$ cat src/rtl/intersection_controller.sv
`default_nettype none
// ============================================================================
// Module   : intersection_controller
// Purpose  : Phase sequencer for a two-road intersection. Drives north-south
//            and east-west red/yellow/green lamps plus a pedestrian walk lamp.
//            NS green is held until there is demand (east-west car or a
//            latched pedestrian request); pedestrian requests are latched and
//            served from the all-red clearance phase.
// Ports    : Clock       - system clock, rising-edge active
//            Reset       - asynchronous, active-high
//            EwCar       - level, vehicle waiting on the east-west road
//            PedRequest  - pedestrian button, sampled every rising edge
//            NsRed/NsYellow/NsGreen, EwRed/EwYellow/EwGreen - lamp outputs
//            Walk        - pedestrian walk lamp
//            PedPending  - request latched and not yet served
//            Phase       - current state encoding (debug)
// Revision : 1.0 - initial release
// ============================================================================
module intersection_controller #(
    parameter int GREEN_TICKS  = 8,
    parameter int YELLOW_TICKS = 2,
    parameter int ALLRED_TICKS = 1,
    parameter int WALK_TICKS   = 4,
    parameter int CW           = 4
) (
    input  logic       Clock,
    input  logic       Reset,
    input  logic       EwCar,
    input  logic       PedRequest,
    output logic       NsRed,
    output logic       NsYellow,
    output logic       NsGreen,
    output logic       EwRed,
    output logic       EwYellow,
    output logic       EwGreen,
    output logic       Walk,
    output logic       PedPending,
    output logic [2:0] Phase
);

    typedef enum logic [2:0] {
        NS_GREEN  = 3'd0,
        NS_YELLOW = 3'd1,
        ALL_RED   = 3'd2,
        EW_GREEN  = 3'd3,
        EW_YELLOW = 3'd4,
        PED_WALK  = 3'd5
    } state_e;

    // Last count value of each phase: a phase of N cycles exits when cnt==N-1.
    localparam logic [CW-1:0] GREEN_LAST  = CW'(GREEN_TICKS - 1);
    localparam logic [CW-1:0] YELLOW_LAST = CW'(YELLOW_TICKS - 1);
    localparam logic [CW-1:0] ALLRED_LAST = CW'(ALLRED_TICKS - 1);
    localparam logic [CW-1:0] WALK_LAST   = CW'(WALK_TICKS - 1);

    // Held as a raw 3-bit vector so the unused codes 6/7 are representable
    // and recover through the default branch.
    logic [2:0]    state;
    logic [2:0]    state_next;
    logic [CW-1:0] cnt;
    logic [CW-1:0] cnt_next;
    logic          dir_ew;        // 1: next green after all-red is east-west
    logic          dir_ew_next;
    logic          ped_pending;
    logic          ped_pending_next;

    always_ff @(posedge Clock or posedge Reset) begin
        if (Reset) begin
            state       <= NS_GREEN;
            cnt         <= '0;
            dir_ew      <= 1'b1;
            ped_pending <= 1'b0;
        end else begin
            state       <= state_next;
            cnt         <= cnt_next;
            dir_ew      <= dir_ew_next;
            ped_pending <= ped_pending_next;
        end
    end

    always_comb begin
        state_next  = state;
        cnt_next    = cnt + 1'b1;
        dir_ew_next = dir_ew;
        // Requests seen while walking are dropped; all others are latched,
        // including one arriving on the all-red exit edge.
        ped_pending_next = (ped_pending | PedRequest) & (state != PED_WALK);

        case (state)
            NS_GREEN: begin
                if (cnt == GREEN_LAST) begin
                    // Saturate while waiting for demand.
                    cnt_next = cnt;
                    if (EwCar || ped_pending) begin
                        state_next = NS_YELLOW;
                        cnt_next   = '0;
                    end
                end
            end
            NS_YELLOW: begin
                if (cnt == YELLOW_LAST) begin
                    state_next  = ALL_RED;
                    dir_ew_next = 1'b1;
                    cnt_next    = '0;
                end
            end
            ALL_RED: begin
                if (cnt == ALLRED_LAST) begin
                    if (ped_pending)
                        state_next = PED_WALK;
                    else
                        state_next = dir_ew ? EW_GREEN : NS_GREEN;
                    cnt_next = '0;
                end
            end
            EW_GREEN: begin
                if (cnt == GREEN_LAST) begin
                    state_next = EW_YELLOW;
                    cnt_next   = '0;
                end
            end
            EW_YELLOW: begin
                if (cnt == YELLOW_LAST) begin
                    state_next  = ALL_RED;
                    dir_ew_next = 1'b0;
                    cnt_next    = '0;
                end
            end
            PED_WALK: begin
                if (cnt == WALK_LAST) begin
                    state_next = dir_ew ? EW_GREEN : NS_GREEN;
                    cnt_next   = '0;
                end
            end
            default: begin
                state_next = NS_GREEN;
                cnt_next   = '0;
            end
        endcase
    end

    // Moore decode from the state register only.
    always_comb begin
        NsRed    = 1'b0;
        NsYellow = 1'b0;
        NsGreen  = 1'b0;
        EwRed    = 1'b0;
        EwYellow = 1'b0;
        EwGreen  = 1'b0;
        Walk     = 1'b0;
        case (state)
            NS_GREEN:  begin NsGreen  = 1'b1; EwRed = 1'b1; end
            NS_YELLOW: begin NsYellow = 1'b1; EwRed = 1'b1; end
            EW_GREEN:  begin EwGreen  = 1'b1; NsRed = 1'b1; end
            EW_YELLOW: begin EwYellow = 1'b1; NsRed = 1'b1; end
            PED_WALK:  begin NsRed = 1'b1; EwRed = 1'b1; Walk = 1'b1; end
            // ALL_RED and the unreachable codes show red on both roads.
            default:   begin NsRed = 1'b1; EwRed = 1'b1; end
        endcase
    end

    assign PedPending = ped_pending;
    assign Phase      = state;

endmodule
`default_nettype wire

$ cat config.mk
export PLATFORM = sky130hd
export DESIGN_NAME = intersection_controller
export DESIGN_NICKNAME = d
export VERILOG_FILES = /design/src/rtl/intersection_controller.sv
export SDC_FILE = /design/constraint.sdc
export NUM_CORES = 1
export LEC_CHECK = 0
export CORE_MARGIN = 1.5
export CORE_UTILIZATION = 47
export CTS_CLUSTER_SIZE = 20
export DETAILED_ROUTE_END_ITERATION = 7
export GPL_TIMING_DRIVEN = 0
export PLACE_DENSITY = 0.85
export SLEW_MARGIN = 0
export SYNTH_ARGS = -nofsm -noshare
export SYNTH_HDL_FRONTEND = slang
export SYNTH_SLANG_ARGS = --single-unit
$ cat constraint.sdc
create_clock -name Clock -period 2.25 [get_ports Clock]
set_clock_uncertainty 0.15 [all_clocks]
set_input_delay 0.225 -clock Clock [delete_from_list [all_inputs] [get_ports Clock]]
set_output_delay 0.225 -clock Clock [all_outputs]
set_load 0.02 [all_outputs]
# Yosys cells after proc, flatten, opt, wreduce, memory -nomap -nowiden
# Cells that the tools add are included.
[totals]
reg_bits = 9
latch_bits = 0
ramBits = 0
rom_bits = 0
input_bits = 4
output_inout_bits = 11
word_cells = 60
n_memories = 0
[classes]
n_addsub = 1
n_mul = 0
div = 0
magnitude_cmp = 0
eq_ne = 18
n_shift = 0
muxes = 26
bitwise = 2
reduce_logical = 9
[op_table]
columns = ["op", "n"]
rows = [
  ["4-bit two-way mux", 6],
  ["3-bit two-way mux", 7],
  ["4-bit one-hot mux with 5 select lines", 1],
  ["3-bit one-hot mux with 5 select lines", 1],
  ["2-bit != test (second input constant)", 7],
  ["1-bit two-way mux", 9],
  ["3-bit by 2-bit equality test with 1-bit output (second input constant)", 2],
  ["3-bit equality test (second input constant)", 2],
  ["3-bit != test (second input constant)", 2],
  ["6-bit AND reduction", 1],
  ["2-bit OR reduction", 3],
  ["4-bit by 1-bit adder with 4-bit output (second input constant)", 1],
  ["4-bit by 1-bit equality test with 1-bit output (second input constant)", 1],
  ["4-bit by 2-bit equality test with 1-bit output (second input constant)", 1],
  ["4-bit by 3-bit equality test with 1-bit output (second input constant)", 1],
  ["4-bit logical NOT", 1],
  ["3-bit by 1-bit equality test with 1-bit output (second input constant)", 1],
  ["3-bit logical NOT", 1],
  ["3-bit AND reduction", 1],
  ["2-bit two-way mux", 1],
  ["2-bit by 1-bit != test with 1-bit output (second input constant)", 1],
  ["1-bit one-hot mux with 2 select lines", 1],
  ["2-bit nonzero test", 1],
  ["1-bit bitwise AND", 1],
  ["other kinds (2)", 2],
]

# Logic depth before layout (Yosys ltp)
# Gate-level depths: netlist (run 1).
[depth]
word_depth = 4
depth_mapped = 7

# Worst setup path before layout (run 1)
# No wires, ideal clock.
[synth_timing]
kind = "register to output"
from = "reg state[2] (netlist: Phase[2])"
to = "out EwRed"
t_arrival_ns = 1.671
t_required_ns = 1.875
setup_slack_ns = 0.204
stages_incl_launch_ff = 4
path_buffers = 1
cell_sequence = "dfrtp_1 > buf_2 > nor3b_1 > nor2_1"
[synth_between]
elab_chain_cells = 3
word_cells_on_any_way = 4
cone_classes = "eq/ne (2); mux (1); reduce/logical (1)"
[synth_rtl]
columns = ["item", "line", "rtl"]
rows = [
  ["start: declaration", "58", "logic [2:0] state;"],
  ["start signal: assignment", "74", "state <= state_next;"],
  ["3-bit equality test / 3-bit by 2-bit equality test with 1-bit output (equally long branches)", "151", "case (state)"],
  ["2-bit OR reduction (no source line) (*)", "--", ""],
  ["1-bit two-way mux (*)", "151", ""],
  ["end: declaration", "33", "output logic EwRed,"],
]
# Mark *: on every way between the ends. The rest lies on a longest branch, timed or not.

# Worst setup path in the final report (run 1)
[layout_timing]
from = "reg state[1] (netlist: Phase[1])"
to = "out NsYellow"
[layout_between]
elab_chain_cells = 2
[layout_rtl]
columns = ["item", "line", "rtl"]
rows = [
  ["3-bit by 1-bit equality test with 1-bit output", "151", ""],
  ["1-bit two-way mux", "151", ""],
  ["end: declaration", "31", "output logic NsYellow,"],
]
# No other way between the ends.

==> reports/metrics.cfg, run 1 <==
[sta]
fmax_mhz = 461
maxSlewViolCount = 0
setup_tns_ps = 0
max_slew_margin = 0.777
setup_viol = 0
worstMarginPinSlew_ps = 333
final.period_utilization = 0.964
rsz0062_at_grt = no
hold_violations = 0
finalCriticalPeriod_ps = 2170

[die]
core-area_mm2 = 0.00130
die-area_mm2 = 0.00163
rows = 13
die_h_um = 40.4
io_pins = 15
initial_core_util = 0.504
chipWidth_um = 40.4

[critical_path]
cp-start-kind = flop
cp-endpoint = NsYellow
ff2ff_path_depth = 7
critPathRequiredTime_ps = 1880
r2r-end = Phase[2]
r2r_slack_ps = 180
startpoint = Phase[1]
cp.arrival_ps = 1790
setup.worst_path.class = reg -> out
r2r_start = cnt[0]
worst_setup_path_end_kind = output port
cp_max_fo = 9

[worst_hold_path]
hold_path.class = in -> async

[cells_and_area]
stdcell_count = 107
area_delta_synth_final_pct = 33.0
drive_gt1_frac = 0.185
num_antenna_cells = 0
nets = 100

[place]
gp_congestion = 0.849
hpwlAfterDp_um = 1120
dp.cells = 103
io_buffers = 14

[grt]
grt_pass1_wl_um = 2460
antenna_found_initial = 0
track_usage = 0.235
grt_pass1_vias = 567
grt_remaining_overflow = 0
grt_max_degree = 11

[drt]
vias = 602
dr.first_iter.drc_count = 17
viasPerCell = 5.63
drc = 0
antenna_left = 0
post_drt_wl_per_cell_um = 14.0
first_pass_iters = 4
wirelength_um = 1500

[clock_tree]
cts_tree = built
ctsHoldBuffers = 0
cts_inserted_buffers = 3
clockRootBuffer = clkbuf_4
cts_setup_buffers = 0
htree_num_levels = 1
clock_latency_ps = 260
cts.path.max_buffers = 2
clkSinkCount = 9
path_clk_slew_ps = 60
cts_resized = 3

[logic_synthesis]
ys_warn_count = 0
synth_nets = 81
avgSynthCellArea_um2 = 8.86
synth_area_um2 = 656
synth-seq-cells = 9
seq_area_frac_synth = 0.345
syn-instance-count = 74
yosys.cell_types.count = 32

[pwr]
peakVddDrop_v = 0.000863
leakagePower_nw = 0.426
p_per_area_mw_per_mm2 = 1730

[job]
drv_cap = 0

[run_status]
status = finished clean

[kinds of logic (layout without fill, tap and decap cells)]
logic type,Yosys count,count (layout),synth area share
DFF,9,9,0.345
AOI/OAI and AO/OA,11,11,0.118
muxes,3,3,0.0534
and+or+nand+nor,34,34,0.309
buffers and inverters,10,28,0.0630
adders and majority gates,3,3,0.0573
xor gates and xnor gates,4,4,0.0534
[power by group]
part / internal, mW / switching [mW]
Combinational: 0.503 / 0.565
Clock: 0.0656 / 0.0572
Sequential: 0.240 / 0.0815
[placed cells by master, fill, tap and decap left out, types with 2 or more instances in the layout]
cell,netlist,routed
o21ai_0,2,2
nor3_1,2,2
o31ai_1,2,2
clkdlybuf4s50_1,0,11
nor2_1,8,8
inv_1,6,6
ha_1,3,3
clkbuf_4,0,5
dlymetal6s2s_1,0,3
xor2_1,4,4
nand2b_1,3,3
o211ai_1,2,2
nand2_1,3,3
nand3_1,4,4
nor3b_1,5,3
mux2i_1,2,2
dfrtp_1,8,7
[cell type report]
class / count / area, um2
flip-flops and latches: 9 / 228
multi-input cells: 55 / 404
fillers: 108 / 429
clock inverters: 1 / 5.00
well taps: 15 / 18.8
repair buffers: 14 / 148
inverters: 7 / 26.3
clock buffers: 3 / 22.5
plain buffers: 3 / 20.0
[flip-flops by register name, summed over array words and instances, names as in the netlist]
name and flops:
cnt 4, Phase 3, PedPending 1, dir_ew 1
[critical path: stages (launching register included)]
cell and delay, ps:
dfrtp_1 370, buf_2 190, inv_2 160, nand2_1 110, nor2_1 90, clkdlybuf4s50_1 610
[cell usage after synthesis, drive strengths merged]
cell type	number	area, um2
nand2	3	11.3
nor4	1	6.26
inv	7	26.3
xor2	4	35.0
nor2	9	36.3
nand4	1	6.26
nor3b	5	37.5
and3b	1	8.76
ha	3	37.5
o22ai	1	6.26
a21oi	1	5.00
and4bb	1	16.3
o31ai	2	15.0
mux2i	2	20.0
mux2	1	15.0
o32a	1	10.0
a21o	1	7.51
nand3b	1	7.51
nor3	2	10.0
or3b	1	8.76
or2	2	15.0
a22o	1	8.76
nand3	4	20.0
dfrtp	8	200
nand2b	3	18.8
dfstp	1	26.3
o211ai	2	15.0
buf	3	15.0
o21ai	2	10.0
[stage by stage]
stage / setup slack [ps] / area, um2 / hold WS (ps) / util / power, mW
finish: 81.9 / 872 / 58.6 / 0.670 / 1.51
global route: 4.16 / 872 / 104 / 0.670 / 1.64
CTS: 11.1 / 853 / 67.8 / 0.656 / 1.50
detailed placement: 138 / 815 / 353 / 0.626 / 1.36
global placement: 160 / 815 / 348 / 0.626 / 1.33
floorplan: 204 / 656 / -97.8 / - / 1.03
[worst min-delay path by stage]
stage               startpoint    endpoint  slack [ps]  cells after the start
CTS                      Reset      cnt[0]          70                      2
global route             Reset      cnt[0]         100                      2
floorplan                Reset  PedPending        -100                      1
detailed placement       Reset      cnt[0]         350                      2
global placement         Reset      cnt[1]         350                      2
finish                   Reset      cnt[1]          60                      2
[per-layer routing]
metal / wire [um] / GRT usage / up-vias / part of all wire
li1: - / - / 296 / -
met1: 701 / 0.314 / 280 / 0.47
met2: 694 / 0.349 / 19 / 0.46
met3: 59 / 0.0333 / 7 / 0.039
met4: 47 / 0.158 / 0 / 0.031
met5: 0 / 0 / - / 0
No activity file was read; power rests on OpenSTA's default activity.
==> run 2, diff against run 1 <==
Settings changed: CORE_MARGIN 1.5 to 2, HOLD_SLACK_MARGIN from default to 0.05.
==> run 2 against run 1 <==
  * Register-to-register slack about the same
  * Count of clock-buffer cells in the layout unchanged
  * Sequential share of layout area grew 0.23 points
  * Clock power about the same
  * Wire length increased by 2.0%
  * Critical path depth decreased by 1
  * Flip-flop and latch count unchanged
  * Core utilization is 0.58 points lower
  * First-iteration DRC count up 29%
  * Sequential power barely moved
  * Via count unchanged
  * Global-route usage rose by 0.21 points
  * Critical endpoint is now Walk
  * Largest cell class unchanged
  * Highest routed layer unchanged
==> reports/metrics.cfg, run 2 (synthesis gave the netlist of run 1 again) <==
[die]
die-area_mm2 = 0.00171  ; +5.0%
chipWidth_um = 41.4  ; +2.5%
die_h_um = 41.4  ; +2.5%
core-area_mm2 = 0.00130  ; unchanged
io_pins = 15  ; unchanged
initial_core_util = 0.504  ; unchanged
rows = 13  ; unchanged

[place]
hpwlAfterDp_um = 1210  ; +7.7%
dp.cells = 103  ; unchanged
placed_cell_area_um2 = 815  ; unchanged
gp_congestion = 0.812  ; -4.4%
post-place-ws_ps = 162  ; +24.2 ps
io_buffers = 14  ; unchanged

[critical_path]
cp-start-kind = flop
worst_path_largest_cell_delay_ps = 610  ; about the same
setup.worst_path.class = reg -> out
crit_slowest_cell = clkdlybuf4s50_1
critPathRequiredTime_ps = 1880  ; about the same
cp_max_fo = 10  ; +1
cp_cell_sequence = buf_2 -> nand3b_1 -> inv_1 -> clkdlybuf4s50_1
cp.arrival_ps = 1810  ; +20 ps
worst_setup_path_end_kind = output port
crit_family = buffers and inverters
crit_buf_inv = 3  ; unchanged

[cells_and_area]
area_delta_synth_final_pct = 31.9
stdcell_count = 107  ; unchanged
utilization = 0.664  ; -0.00577
largest_register_ffs = 4  ; unchanged
final_cell_mix = clkdlybuf4s50_1 (10), nor2_1 (8), dfrtp_1 (7)
regMostFlops = cnt
final_area_um2 = 865  ; -0.86%
num_antenna_cells = 0  ; unchanged
drive_gt1_frac = 0.196  ; +0.0109
final_common_cell = clkdlybuf4s50_1
nets = 100  ; unchanged

[clock_tree]
htree_num_levels = 1  ; unchanged
clkSinkCount = 9  ; unchanged
cts_resized = 4  ; +1
cts.path.max_buffers = 2  ; unchanged
path_clk_slew_ps = 60  ; about the same
cts_inserted_buffers = 3  ; unchanged
clockRootBuffer = clkbuf_4
ctsHoldBuffers = 0  ; unchanged
clock_latency_ps = 260  ; about the same
cts_tree = built
cts_setup_buffers = 0  ; unchanged

[grt]
grt_pass1_vias = 588  ; +3.7%
grt_max_degree = 11  ; unchanged
grt_remaining_overflow = 0  ; unchanged
grt_pass1_wl_um = 2550  ; +3.4%
antenna_found_initial = 0  ; unchanged
track_usage = 0.237  ; +0.00212

[pwr]
p_sw_frac = 0.471  ; +0.00560
power.switching_uw = 709  ; +0.79%
combPwrFrac = 0.704  ; -0.002
p_per_area_mw_per_mm2 = 1740  ; +0.46%
leakagePower_nw = 0.426  ; about the same
p_int_uw = 797  ; -1.5%
clock_power_share = 0.081  ; about the same
seqPwrFrac = 0.215  ; +0.002
peakVddDrop_v = 0.000858  ; -0.56%

[sta]
final.period_utilization = 0.970  ; +0.00644
worstMarginPinSlew_ps = 346  ; +12.1 ps
max_slew_margin = 0.768  ; -0.00969
setup_viol = 0  ; unchanged
rsz0062_at_grt = no
maxSlewViolCount = 0  ; unchanged
finalCriticalPeriod_ps = 2180  ; +14.5 ps
setup_tns_ps = 0  ; unchanged
setup_slack_ps = 67.4  ; -14.5 ps
hold_violations = 0  ; unchanged
fmax_mhz = 458  ; -0.66%

[drt]
viasPerCell = 5.63  ; unchanged
highest_layer = met4
post_drt_wl_per_cell_um = 14.3  ; +2.0%
antenna_left = 0  ; unchanged
dr.first_iter.drc_count = 22  ; +5
met3WireLength_um = 82  ; +39%
wl_met1_um = 647  ; -7.7%
drc = 0  ; unchanged
wirelength_um = 1530  ; +2.0%
vias = 602  ; unchanged
first_pass_iters = 4  ; unchanged
wl_met2_um = 785  ; +13%

[job]
drv_cap = 0  ; unchanged

[worst_hold_path]
hold_path.class = in -> async

[run_status]
status = finished clean

-- run 2: power by group through the flow --
stage / combinational [mW] / clock (mW) / sequential [mW]
global route: 1.17 / 0.134 / 0.338
global placement: 1.02 / 0 / 0.314
floorplan: 0.689 / 0 / 0.345
finish: 1.06 / 0.122 / 0.325
detailed placement: 1.05 / 0 / 0.321
CTS: 1.07 / 0.127 / 0.321
-- run 2: path summary, 6_finish.rpt --
check,from,to,slack [ps],cells past startpoint
setup / recovery,Phase[0],Walk,70,4
hold / removal,Reset,cnt[0],70,2
setup reg to reg,cnt[1],Phase[2],170,7
hold reg to reg,dir_ew,dir_ew,390,2
max in group asynchronous,Reset,dir_ew,1590,2
min in group Clock,PedRequest,PedPending,380,3
-- run 2: per-layer routing --
layer | vias up | GRT usage
met5 | - | 0
met4 | 0 | 0.0726
met3 | 2 | 0.0426
met2 | 23 | 0.406
met1 | 284 | 0.303
li1 | 293 | -
-- run 2: metrics by stage --
| step | hold WS, ps | power [mW] |
|---|---|---|
| global route | 108 | 1.64 |
| floorplan | -97.8 | 1.03 |
| CTS | 64.0 | 1.51 |
| detailed placement | 348 | 1.37 |
| finish | 66.0 | 1.51 |
| global placement | 349 | 1.33 |
-- run 2: final cells by class --
| type | instances | area (um2) |
|---|---|---|
| Fill cell | 112 | 437 |
| Multi-Input combinational cell | 55 | 403 |
| Sequential cell | 9 | 228 |
| Timing Repair Buffer | 14 | 146 |
| Inverter | 7 | 26.3 |
| Clock buffer | 3 | 22.5 |
| Tap cell | 15 | 18.8 |
| Buffer | 3 | 15.0 |
| Clock inverter | 1 | 5.00 |
==> run 3, diff against run 2 <==
Settings changed: TNS_END_PERCENT from default to 20.
==> run 3 against run 2 <==
  * Register-to-register slack hardly changed
  * Fmax stayed put
  * Non-clock buffer count stayed put
  * Final cell count stayed put
  * Global-route usage stayed put
  * Power is 0.27% lower
  * Largest cell class unchanged
  * Highest routed layer unchanged
==> reports/metrics.cfg, run 3 (synthesis gave the netlist of run 1 again) <==
[worst_hold_path]
hold_path.class = in -> async

[sta]
hold_violations = 0  ; unchanged
setup_tns_ps = 0  ; unchanged
fmax_mhz = 458  ; unchanged
final.period_utilization = 0.970  ; unchanged
worstMarginPinSlew_ps = 346  ; unchanged
finalCriticalPeriod_ps = 2180  ; unchanged
max_slew_margin = 0.768  ; unchanged
setup_viol = 0  ; unchanged
maxSlewViolCount = 0  ; unchanged
rsz0062_at_grt = no

[clock_tree]
htree_num_levels = 1  ; unchanged
cts_inserted_buffers = 3  ; unchanged
cts_setup_buffers = 0  ; unchanged
clockRootBuffer = clkbuf_4
path_clk_slew_ps = 60  ; about the same
cts_tree = built
clock_latency_ps = 260  ; about the same
cts.path.max_buffers = 2  ; unchanged
clkSinkCount = 9  ; unchanged
ctsHoldBuffers = 0  ; unchanged

[grt]
top_usage_layer = met2
antenna_found_initial = 0  ; unchanged
globalRouteMet2Util = 0.406  ; unchanged
track_usage = 0.237  ; unchanged
globalRouteMet1Util = 0.303  ; unchanged
grt_pass1_vias = 588  ; unchanged
grt_pass1_wl_um = 2550  ; unchanged
grt_remaining_overflow = 0  ; unchanged
grt_max_degree = 11  ; unchanged
grtUsageMet3 = 0.0426  ; unchanged

[drt]
antenna_left = 0  ; unchanged
wirelength_um = 1530  ; -0.13%
dr.first_iter.drc_count = 22  ; unchanged
viasPerCell = 5.63  ; unchanged
first_pass_iters = 4  ; unchanged
vias = 602  ; unchanged
post_drt_wl_per_cell_um = 14.3  ; -0.13%
drc = 0  ; unchanged

[place]
dp.cells = 103  ; unchanged
hpwlAfterDp_um = 1210  ; unchanged
io_buffers = 14  ; unchanged
gp_congestion = 0.812  ; unchanged

[die]
initial_core_util = 0.504  ; unchanged
chipWidth_um = 41.4  ; unchanged
io_pins = 15  ; unchanged
rows = 13  ; unchanged
die-area_mm2 = 0.00171  ; unchanged
core-area_mm2 = 0.00130  ; unchanged
die_h_um = 41.4  ; unchanged

[critical_path]
cp_max_fo = 10  ; unchanged
startpoint = Phase[0]
worst_setup_path_end_kind = output port
ff2ff_path_depth = 7  ; unchanged
worst_path_largest_cell_delay_ps = 610  ; about the same
setup.worst_path.class = reg -> out
crit_buf_inv = 3  ; unchanged
cp.arrival_ps = 1810  ; about the same
r2r_start = cnt[1]
critPathRequiredTime_ps = 1880  ; about the same
crit_cells = 4  ; unchanged
crit_family = buffers and inverters
r2r_slack_ps = 170  ; about the same
cp-endpoint = Walk
cp-start-kind = flop
r2r-end = Phase[2]
crit_slowest_cell = clkdlybuf4s50_1
cp_cell_sequence = buf_2 -> nand3b_1 -> inv_1 -> clkdlybuf4s50_1

[cells_and_area]
largest_register_ffs = 4  ; unchanged
multi_input_area_um2 = 403  ; unchanged
stdcell_count = 107  ; unchanged
utilization = 0.662  ; -0.00289
final_common_cell = clkdlybuf4s50_1
final_cell_mix = clkdlybuf4s50_1 (10), nor2_1 (8), dfrtp_1 (7)
num_antenna_cells = 0  ; unchanged
register_area_um2 = 228  ; unchanged
nets = 100  ; unchanged
regMostFlops = cnt
nFillCells = 113  ; +0.89%
area_delta_synth_final_pct = 31.3
drive_gt1_frac = 0.196  ; unchanged

[pwr]
leakagePower_nw = 0.414  ; -2.8%
power.total_mw = 1.50  ; -0.27%
peakVddDrop_v = 0.000854  ; -0.49%
p_per_area_mw_per_mm2 = 1750  ; +0.16%

[run_status]
status = finished clean

[job]
drv_cap = 0  ; unchanged

[run 3: cell types whose count changed in the layout (fill, tap and decap cells not counted), sizes merged]
cell          delta
dlymetal6s2s     -1
dlygate4sd2      +1
[run 3: repair_timing]
item / in CTS / in global routing
pin swaps: 0 / 0
setup endpoints to repair: 3 / 3
resized for setup: 5 / 3
[run 3: cell type report]
class                   instances  area share
multi-input cells              55       0.468
well taps                      15      0.0218
repair buffers                 14       0.166
clock inverters                 1     0.00581
clock buffers                   3      0.0262
plain buffers                   3      0.0174
flip-flops and latches          9       0.265
inverters                       7      0.0305
[run 3: per-layer routing]
layer	vias to the layer above	wire length [um]
li1	293	-
met1	284	647
met2	23	784
met3	2	81
met4	0	17
met5	-	0
[run 3: through the flow]
stage / hold WS, ps / cell area [um2] / worst slack (ps)
2_1_floorplan: -97.8 / 656 / 204
3_3_place_gp: 349 / 815 / 171
3_5_place_dp: 348 / 815 / 162
4_1_cts: 64.0 / 851 / 54.4
5_1_grt: 108 / 861 / 13.3
6_report: 66.0 / 861 / 67.4
[run 3: how the worst min path moves through the flow]
| stage | from | end | cells past startpoint |
|---|---|---|---|
| after floorplan | Reset | PedPending | 1 |
| after global placement | Reset | cnt[1] | 2 |
| after detailed placement | Reset | Phase[2] | 2 |
| after CTS | Reset | cnt[1] | 2 |
| after global routing | Reset | cnt[1] | 2 |
| final | Reset | cnt[0] | 2 |
[run 3: power breakdown]
group	total, mW	switching, mW	internal (mW)	leakage (nW)
registers	0.325	0.0841	0.241	0.108
logic	1.06	0.569	0.487	0.289
clock network	0.122	0.0565	0.0655	0.0177
total	1.50	0.709	0.793	0.414
[run 3: worst register-to-register path, cell delays in order (launching register included)]
cell,delay (ps)
dfrtp_1,390
inv_1,100
ha_1,140
or3b_1,400
nand3_1,130
nand2_1,100
nor2_2,230
mux2_4,330
